===== config.mk =====
export PLATFORM = sky130hd
export DESIGN_NAME = enc_lane_scheduler_flat
export DESIGN_NICKNAME = d
export VERILOG_FILES = /design/src/rtl/enc_lane_scheduler_if.sv /design/src/rtl/enc_lane_scheduler.sv /design/src/flat_wrapper.sv
export SDC_FILE = /design/constraint.sdc
export NUM_CORES = 1
export LEC_CHECK = 0
export ABC_AREA = 1
export CAP_MARGIN = 30
export CORE_MARGIN = 2
export CORE_UTILIZATION = 40
export DETAILED_ROUTE_END_ITERATION = 7
export PLACE_DENSITY_LB_ADDON = 0.3
export RECOVER_POWER = 50
export SETUP_SLACK_MARGIN = 0.05
export SKIP_CTS_REPAIR_TIMING = 1
export SYNTH_ARGS = -nofsm -noshare
export SYNTH_HDL_FRONTEND = slang
export SYNTH_SLANG_ARGS = --single-unit

===== constraint.sdc =====
create_clock -name enc_clk -period 3.5 [get_ports enc_clk]
set_clock_uncertainty 0.1 [all_clocks]
set_input_delay 0.35 -clock enc_clk [delete_from_list [all_inputs] [get_ports enc_clk]]
set_output_delay 0.35 -clock enc_clk [all_outputs]
set_load 0.1 [all_outputs]

===== src/rtl/enc_lane_scheduler_if.sv =====
// Handshake and lane bus between the ordered-set/transport sources,
// the lane scheduler and the downstream symbol encoder.
interface enc_lane_scheduler_if;
  logic       sched_en;
  logic [1:0] gen_speed;
  logic       os_valid;
  logic [3:0] os_type;
  logic [7:0] os_lane_0;
  logic [7:0] os_lane_1;
  logic       os_ready;
  logic       tl_valid;
  logic [7:0] tl_lane_0;
  logic [7:0] tl_lane_1;
  logic       tl_ready;
  logic [7:0] lane_0_tx;
  logic [7:0] lane_1_tx;
  logic [3:0] d_sel;
  logic       enable;
  logic       sym_start;

  // Source/encoder side: drives requests, observes grants and lane output.
  modport master (
    output sched_en, gen_speed, os_valid, os_type, os_lane_0, os_lane_1,
    output tl_valid, tl_lane_0, tl_lane_1,
    input  os_ready, tl_ready, lane_0_tx, lane_1_tx, d_sel, enable, sym_start
  );

  // Scheduler side.
  modport slave (
    input  sched_en, gen_speed, os_valid, os_type, os_lane_0, os_lane_1,
    input  tl_valid, tl_lane_0, tl_lane_1,
    output os_ready, tl_ready, lane_0_tx, lane_1_tx, d_sel, enable, sym_start
  );
endinterface


===== src/rtl/enc_lane_scheduler.sv =====
// Two-lane symbol scheduler: arbitrates ordered-set and transport byte
// pairs into whole symbols (1, 8 or 16 bytes depending on generation),
// with a burst limit so ordered sets cannot starve waiting transport data.
module enc_lane_scheduler #(
  parameter int OS_BURST_MAX = 4
) (
  input logic                  enc_clk,
  input logic                  rst,
  enc_lane_scheduler_if.slave  bus
);

  localparam int BW = (OS_BURST_MAX < 1) ? 1 : $clog2(OS_BURST_MAX + 1);
  localparam logic [BW-1:0] BURST_MAX = BW'(OS_BURST_MAX);

  typedef enum logic [1:0] {
    IDLE   = 2'd0,
    OS_SYM = 2'd1,
    TL_SYM = 2'd2
  } state_t;

  state_t        state_reg, state_next, pick;
  logic [3:0]    cnt_reg, cnt_next;      // byte index within symbol
  logic [3:0]    last_reg, last_next;    // latched L-1 of current symbol
  logic [BW-1:0] burst_reg, burst_next;  // OS symbols granted while TL waits
  logic [3:0]    os_type_reg;
  logic          req_ok, boundary;

  logic [7:0]    os_byte [2];
  logic [7:0]    tl_byte [2];
  logic [7:0]    lane_reg [2];
  logic [3:0]    d_sel_reg;
  logic          enable_reg, sym_start_reg;

  // Last byte index for a generation; reserved speed never starts a symbol.
  function automatic logic [3:0] sym_last(input logic [1:0] spd);
    case (spd)
      2'd1:    return 4'd15;
      2'd2:    return 4'd7;
      default: return 4'd0;
    endcase
  endfunction

  assign os_byte[0] = bus.os_lane_0;
  assign os_byte[1] = bus.os_lane_1;
  assign tl_byte[0] = bus.tl_lane_0;
  assign tl_byte[1] = bus.tl_lane_1;

  assign bus.os_ready  = (state_reg == OS_SYM);
  assign bus.tl_ready  = (state_reg == TL_SYM);
  assign bus.lane_0_tx = lane_reg[0];
  assign bus.lane_1_tx = lane_reg[1];
  assign bus.d_sel     = d_sel_reg;
  assign bus.enable    = enable_reg;
  assign bus.sym_start = sym_start_reg;

  // Next-symbol decision at IDLE or the last byte; otherwise advance the byte counter.
  always_comb begin
    state_next = state_reg;
    cnt_next   = cnt_reg;
    last_next  = last_reg;
    burst_next = burst_reg;
    pick       = IDLE;
    req_ok     = bus.sched_en && (bus.gen_speed != 2'd3);
    boundary   = (state_reg == IDLE) || (cnt_reg == last_reg);

    if (req_ok && bus.tl_valid && (burst_reg == BURST_MAX)) begin
      pick = TL_SYM;
    end else if (req_ok && bus.os_valid) begin
      pick = OS_SYM;
    end else if (req_ok && bus.tl_valid) begin
      pick = TL_SYM;
    end

    if (boundary) begin
      state_next = pick;
      cnt_next   = 4'd0;
      // L is captured here so a gen_speed change only affects the next symbol.
      if (pick != IDLE) begin
        last_next = sym_last(bus.gen_speed);
      end
      if (pick == OS_SYM) begin
        if (bus.tl_valid) begin
          burst_next = burst_reg + 1'b1;
        end
      end else begin
        burst_next = '0;
      end
    end else begin
      cnt_next = cnt_reg + 4'd1;
    end
  end

  // FSM and counter registers; reset aborts any symbol in flight.
  always_ff @(posedge enc_clk or negedge rst) begin
    if (!rst) begin
      state_reg   <= IDLE;
      cnt_reg     <= 4'd0;
      last_reg    <= 4'd0;
      burst_reg   <= '0;
      os_type_reg <= 4'd0;
    end else begin
      state_reg <= state_next;
      cnt_reg   <= cnt_next;
      last_reg  <= last_next;
      burst_reg <= burst_next;
      if (state_reg == OS_SYM && cnt_reg == 4'd0) begin
        os_type_reg <= bus.os_type;
      end
    end
  end

  // Encoder control registered in step with the lane bytes.
  always_ff @(posedge enc_clk or negedge rst) begin
    if (!rst) begin
      d_sel_reg     <= 4'd9;
      enable_reg    <= 1'b0;
      sym_start_reg <= 1'b0;
    end else begin
      case (state_reg)
        OS_SYM: begin
          d_sel_reg     <= (cnt_reg == 4'd0) ? bus.os_type : os_type_reg;
          enable_reg    <= 1'b1;
          sym_start_reg <= (cnt_reg == 4'd0);
        end
        TL_SYM: begin
          d_sel_reg     <= 4'd8;
          enable_reg    <= 1'b1;
          sym_start_reg <= (cnt_reg == 4'd0);
        end
        default: begin
          d_sel_reg     <= 4'd9;
          enable_reg    <= 1'b0;
          sym_start_reg <= 1'b0;
        end
      endcase
    end
  end

  // Per-lane output byte: granted source byte, or zero when that source has no data.
  for (genvar gi = 0; gi < 2; gi++) begin : g_lane
    always_ff @(posedge enc_clk or negedge rst) begin
      if (!rst) begin
        lane_reg[gi] <= 8'h00;
      end else begin
        case (state_reg)
          OS_SYM:  lane_reg[gi] <= bus.os_valid ? os_byte[gi] : 8'h00;
          TL_SYM:  lane_reg[gi] <= bus.tl_valid ? tl_byte[gi] : 8'h00;
          default: lane_reg[gi] <= 8'h00;
        endcase
      end
    end
  end

endmodule

===== src/flat_wrapper.sv =====
// flat-port wrapper written by rule: the top's interface ports become plain ports
module enc_lane_scheduler_flat 
#(
  parameter int OS_BURST_MAX = 4
)
  (enc_clk, rst, bus_sched_en, bus_gen_speed, bus_os_valid, bus_os_type, bus_os_lane_0, bus_os_lane_1, bus_tl_valid, bus_tl_lane_0, bus_tl_lane_1, bus_os_ready, bus_tl_ready, bus_lane_0_tx, bus_lane_1_tx, bus_d_sel, bus_enable, bus_sym_start);
  enc_lane_scheduler_if bus_i ();
  input logic enc_clk;
  input logic rst;
  input wire logic [$bits(bus_i.sched_en)-1:0] bus_sched_en;
  input wire logic [$bits(bus_i.gen_speed)-1:0] bus_gen_speed;
  input wire logic [$bits(bus_i.os_valid)-1:0] bus_os_valid;
  input wire logic [$bits(bus_i.os_type)-1:0] bus_os_type;
  input wire logic [$bits(bus_i.os_lane_0)-1:0] bus_os_lane_0;
  input wire logic [$bits(bus_i.os_lane_1)-1:0] bus_os_lane_1;
  input wire logic [$bits(bus_i.tl_valid)-1:0] bus_tl_valid;
  input wire logic [$bits(bus_i.tl_lane_0)-1:0] bus_tl_lane_0;
  input wire logic [$bits(bus_i.tl_lane_1)-1:0] bus_tl_lane_1;
  output wire logic [$bits(bus_i.os_ready)-1:0] bus_os_ready;
  output wire logic [$bits(bus_i.tl_ready)-1:0] bus_tl_ready;
  output wire logic [$bits(bus_i.lane_0_tx)-1:0] bus_lane_0_tx;
  output wire logic [$bits(bus_i.lane_1_tx)-1:0] bus_lane_1_tx;
  output wire logic [$bits(bus_i.d_sel)-1:0] bus_d_sel;
  output wire logic [$bits(bus_i.enable)-1:0] bus_enable;
  output wire logic [$bits(bus_i.sym_start)-1:0] bus_sym_start;
  assign bus_i.sched_en = bus_sched_en;
  assign bus_i.gen_speed = bus_gen_speed;
  assign bus_i.os_valid = bus_os_valid;
  assign bus_i.os_type = bus_os_type;
  assign bus_i.os_lane_0 = bus_os_lane_0;
  assign bus_i.os_lane_1 = bus_os_lane_1;
  assign bus_i.tl_valid = bus_tl_valid;
  assign bus_i.tl_lane_0 = bus_tl_lane_0;
  assign bus_i.tl_lane_1 = bus_tl_lane_1;
  assign bus_os_ready = bus_i.os_ready;
  assign bus_tl_ready = bus_i.tl_ready;
  assign bus_lane_0_tx = bus_i.lane_0_tx;
  assign bus_lane_1_tx = bus_i.lane_1_tx;
  assign bus_d_sel = bus_i.d_sel;
  assign bus_enable = bus_i.enable;
  assign bus_sym_start = bus_i.sym_start;
  enc_lane_scheduler #(.OS_BURST_MAX(OS_BURST_MAX)) u_core (.enc_clk(enc_clk), .rst(rst), .bus(bus_i));
endmodule

# Yosys cells after proc, flatten, opt, wreduce, memory -nomap -nowiden
# Cells that the tools add are included.
[op_classes]
eq_ne = 9
mux = 17
reduce_logical = 12
n_addsub = 2
[op_table]
columns = ["cell", "count"]
rows = [
  ["$mux 8", 4],
  ["$pmux 8 s2", 2],
  ["$pmux 4 s2", 2],
  ["$mux 4", 2],
  ["$eq 2x1->1 const B", 3],
  ["$mux 2", 3],
  ["$mux 3", 2],
  ["$logic_and 1x1->1", 5],
  ["$add 4x1->4 const B", 1],
  ["$eq 2x2->1 const B", 2],
  ["$eq 4x4->1", 1],
  ["$logic_not 4->1", 1],
  ["$ne 2x2->1 const B", 2],
  ["$reduce_and 2->1", 2],
  ["$add 3x1->3 const B", 1],
  ["$eq 3x3->1 const B", 1],
  ["$logic_not 2->1", 1],
  ["$mux 1", 2],
  ["$reduce_bool 2->1", 1],
  ["$reduce_or 2->1", 1],
  ["$logic_or 1x1->1", 1],
]
[totals]
input_bits = 43
reg_bits = 39
elab_cells = 50
output_inout_bits = 24

# Depth between registers and ports, before layout
[depth]
depth_word = 9
depth_mapped = 9
depth_no_buf = 9

# Worst setup path before layout
# No wires, ideal clock.
[synth_path]
kind = "register to register"
start = "register u_core.state_reg[1]"
end = "register u_core.d_sel_reg[1], in the netlist u_core.bus.d_sel[1]"
arrival_ns = 2.008
setup_slack_ns = 1.314
synth_period_minus_slack_ns = 2.186
required_ns = 3.322
path_stages_with_launch = 8
setup_ns = 0.078
path_buffers = 1
cell_sequence = "dfrtp_1 inv_1 ha_1 buf_4 inv_1 a21oi_1 nand2_1 a21oi_1"
[synth_via]
elab_chain_cells = 2
word_cells_on_any_way = 3
classes_between = "2 x eq/ne; 1 x mux"
[synth_lines]
columns = ["item", "line", "text"]
rows = [
  ["start: declaration", "enc_lane_scheduler.sv:21", "state_t state_reg, state_next, pick;"],
  ["start signal: assignment", "enc_lane_scheduler.sv:102", "state_reg <= state_next;"],
  ["$eq 2x1->1", "-", ""],
  ["net bus_os_ready", "flat_wrapper.sv:19", "output wire logic [$bits(bus_i.os_ready)-1:0] bus_os_ready;"],
  ["$pmux 4 s2", "enc_lane_scheduler.sv:119", "case (state_reg)"],
  ["end signal: assignment", "enc_lane_scheduler.sv:121", "d_sel_reg <= (cnt_reg == 4'd0) ? bus.os_type : os_type_reg;"],
  ["end: declaration", "enc_lane_scheduler.sv:31", "logic [3:0] d_sel_reg;"],
]
# The timed path passes the listed nets, and every way through them passes these cells.
# A chain may end at the register's enable or synchronous reset.

# Worst setup path in the final report
[layout_path]
start = "register u_core.d_sel_reg[3], in the netlist u_core.bus.d_sel[3]"
end = "output port bus_d_sel[3]"
[layout_lines]
columns = ["item", "line", "text"]
rows = [
  ["end: declaration", "flat_wrapper.sv:23", "output wire logic [$bits(bus_i.d_sel)-1:0] bus_d_sel;"],
]
# No word-level cell between the ends.

==> results.json <==
{
  "status": "finished, violations left",
  "violations": "capacitance limit, slew limit",
  "drcViolationCount": 0,
  "layout.cells.non_filler": 318,
  "max-cap-violations": 1,
  "synth_top_area_share_pct": 49.3,
  "p_int_mw": 0.828,
  "dieArea_sq_um": 4990,
  "start_kind": "flip-flop",
  "min_period_ps": 2370,
  "start_util_pct": 41.1,
  "dp_cells": 310,
  "critPathMaxStageDelay_ps": 1120,
  "crit_start": "u_core.bus.d_sel[3]",
  "r2r_slack_ps": 1440,
  "synth_fp_nets": 255,
  "holdWs_ps": 396,
  "clock_path_buffers": 2,
  "drive_above_1_share_pct": 5.64,
  "p_seq_share_pct": 40.1,
  "via_count": 1583,
  "n_antenna_cell": 0,
  "ys_dominant_reg_cell": "dfrtp_1",
  "cts.sinks": 37,
  "grt_max_degree": 38,
  "postRouteWirelength_microns": 4020,
  "clk_pin_slew_ps": 70,
  "antenna_left": 0,
  "regToRegStartpoint": "u_core.state_reg[1]",
  "fin_util_pct": 58.7,
  "synthArstFlopShare_pct": 100,
  "grt_use_met3_pct": 5.56,
  "rows": 24,
  "synthTopCellsByCount": "nand3_1 (39), nand2_1 (36), dfrtp_1 (35), a21oi_1 (20), inv_1 (20)",
  "synth-seq-cells": 37,
  "cellPowerDensity_nw_per_um2": 499,
  "min_path_type": "reg2reg",
  "crit_path_top_delay_cell": "clkdlybuf4s50_1",
  "antenna_found_initial": 0,
  "cp_max_fo": 1,
  "firstDrtPassIters": 4,
  "cts_tree": "built",
  "min_from": "u_core.os_type_reg[3]",
  "power_frac_clock_pct": 30.0,
  "fin_crit_sh_pct": 67.7,
  "reg2reg_to": "u_core.bus.d_sel[2]",
  "crit_cells": 1,
  "gr-usage-met2_pct": 30.7,
  "grt_use_met1_pct": 19.4,
  "busiest_layer": "met2",
  "crit_path_cell_trace": "clkdlybuf4s50_1",
  "hold_viol_final": 0,
  "drt_iter0_markers": 60,
  "min_to": "u_core.bus.d_sel[3]",
  "max_slew.worst_pin.slew_ps": 1930,
  "worstPathArrival_ps": 1920,
  "syn2layout_area_growth_pct": 42.9,
  "critPathBufInv": 1,
  "path_class": "reg2out",
  "ys_top_cells_by_area": "dfrtp_1 (49%), nand3_1 (11%), nand2_1 (7.6%)",
  "root_buffer": "clkbuf_8",
  "cp.required_ps": 3050,
  "grt_pass1_wl_microns": 6760,
  "worstRegToRegCells": 6,
  "yosysWarnings": 0,
  "worstSkewPairLatency_ps": 280,
  "p_leak_nw": 1.13,
  "die_w_microns": 70.7,
  "gp_congestion": 0.761,
  "core-area_sq_um": 4320,
  "synth_cell_type_count": 22,
  "die_h_microns": 70.7,
  "finalSetupViolations": 0,
  "grt_pass1_vias": 1542,
  "via_per_inst": 4.98,
  "switchingPower_mw": 0.441,
  "track_usage_pct": 17.3,
  "combPwrFrac_pct": 29.8,
  "synth_edf_count": 0,
  "rsz0062_at_grt": "false",
  "post-dp-hpwl_microns": 2870,
  "slew_viol_final": 38,
  "end_kind": "primary output",
  "final_net_count": 317,
  "synth_area_sq_um": 1780,
  "overflow": 0,
  "irDropWorstVdd_mv": 0.225,
  "io_pins": 67,
  "ys_seq_area_share_pct": 52.2,
  "fmaxAchievable_mhz": 422,
  "max_slew_margin_pct": -28.5,
  "whs_path_depth": 2,
  "cts_made_buffers": 5,
  "wire_per_inst_microns": 12.6,
  "syn_avg_cell_area_sq_um": 8.76,
  "htree_levels": 2,
  "port_buffers": 66,
  "setup_tns_ps": 0,
  "syn_inst": 203,
  "sw_frac_of_total_pct": 34.8,
  "synth.most_common_cell": "nand3_1",
  "critical-path-top-delay-family": "buffers and inverters",
  "synth_area_leader_cell": "dfrtp_1"
}
layout by cell type (no fill, tap or decap):
cell type	n
a211oi_1	1
a21oi_1	20
buf_4	2
bufinv_16	1
clkbuf_1	1
clkbuf_8	6
clkdlybuf4s50_1	63
clkinv_1	1
clkinvlp_4	1
dfrtp_1	35
dfstp_2	2
ha_1	9
inv_1	20
nand2_1	37
nand2_2	2
nand3_1	39
nor2_1	14
nor2_2	1
o211ai_1	1
o21ai_0	4
o21ai_1	2
xnor2_1	3
xor2_1	1
power groups by stage:
stage          logic, mW  clock network, mW  registers, mW
2_1_floorplan      0.160                  0          0.631
3_3_place_gp       0.382                  0          0.516
3_5_place_dp       0.386                  0          0.518
4_1_cts            0.388              0.391          0.509
5_1_grt            0.413              0.407          0.516
6_report           0.378              0.381          0.509
cell families (layout without fill, tap and decap cells):
logic type	after synthesis	after routing	share of synthesized area, %
flip-flops	37	37	52.2
AO/OA/AOI/OAI	28	28	8.16
buffers and inverters	32	95	8.09
adder cells (fa/ha/maj)	9	9	6.33
XOR/XNOR	4	4	1.97
AND/OR/NAND/NOR	93	93	23.2
layer usage:
metal  routed length, microns  up-vias
li1                         -      779
met1                     1620      742
met3                      283        5
met5                        0        -
met2                     2060       57
met4                       55        0
how the worst max path moves through the flow:
stage,end
final,bus_d_sel[3]
after global routing,bus_d_sel[0]
after CTS,bus_d_sel[3]
after detailed placement,u_core.last_reg[3]
after global placement,u_core.last_reg[2]
after floorplan,u_core.bus.d_sel[1]
through the flow:
step           setup WS [ps]  power [mW]  instance area, sq um
2_1_floorplan           1310       0.791                  1780
3_3_place_gp            1440       0.898                  2430
3_5_place_dp            1390       0.904                  2430
4_1_cts                 1110        1.29                  2550
5_1_grt                 1080        1.34                  2540
6_report                1130        1.27                  2540
layout make-up:
cell class	count	area (sq um)
clock inverter	2	37.5
fill	418	1780
inverter	21	78.8
tap	52	65.1
clock buffer	6	82.6
multi-input combinational	134	698
sequential	37	928
timing repair buffer	66	649
(Power assumes the default switching activity.)
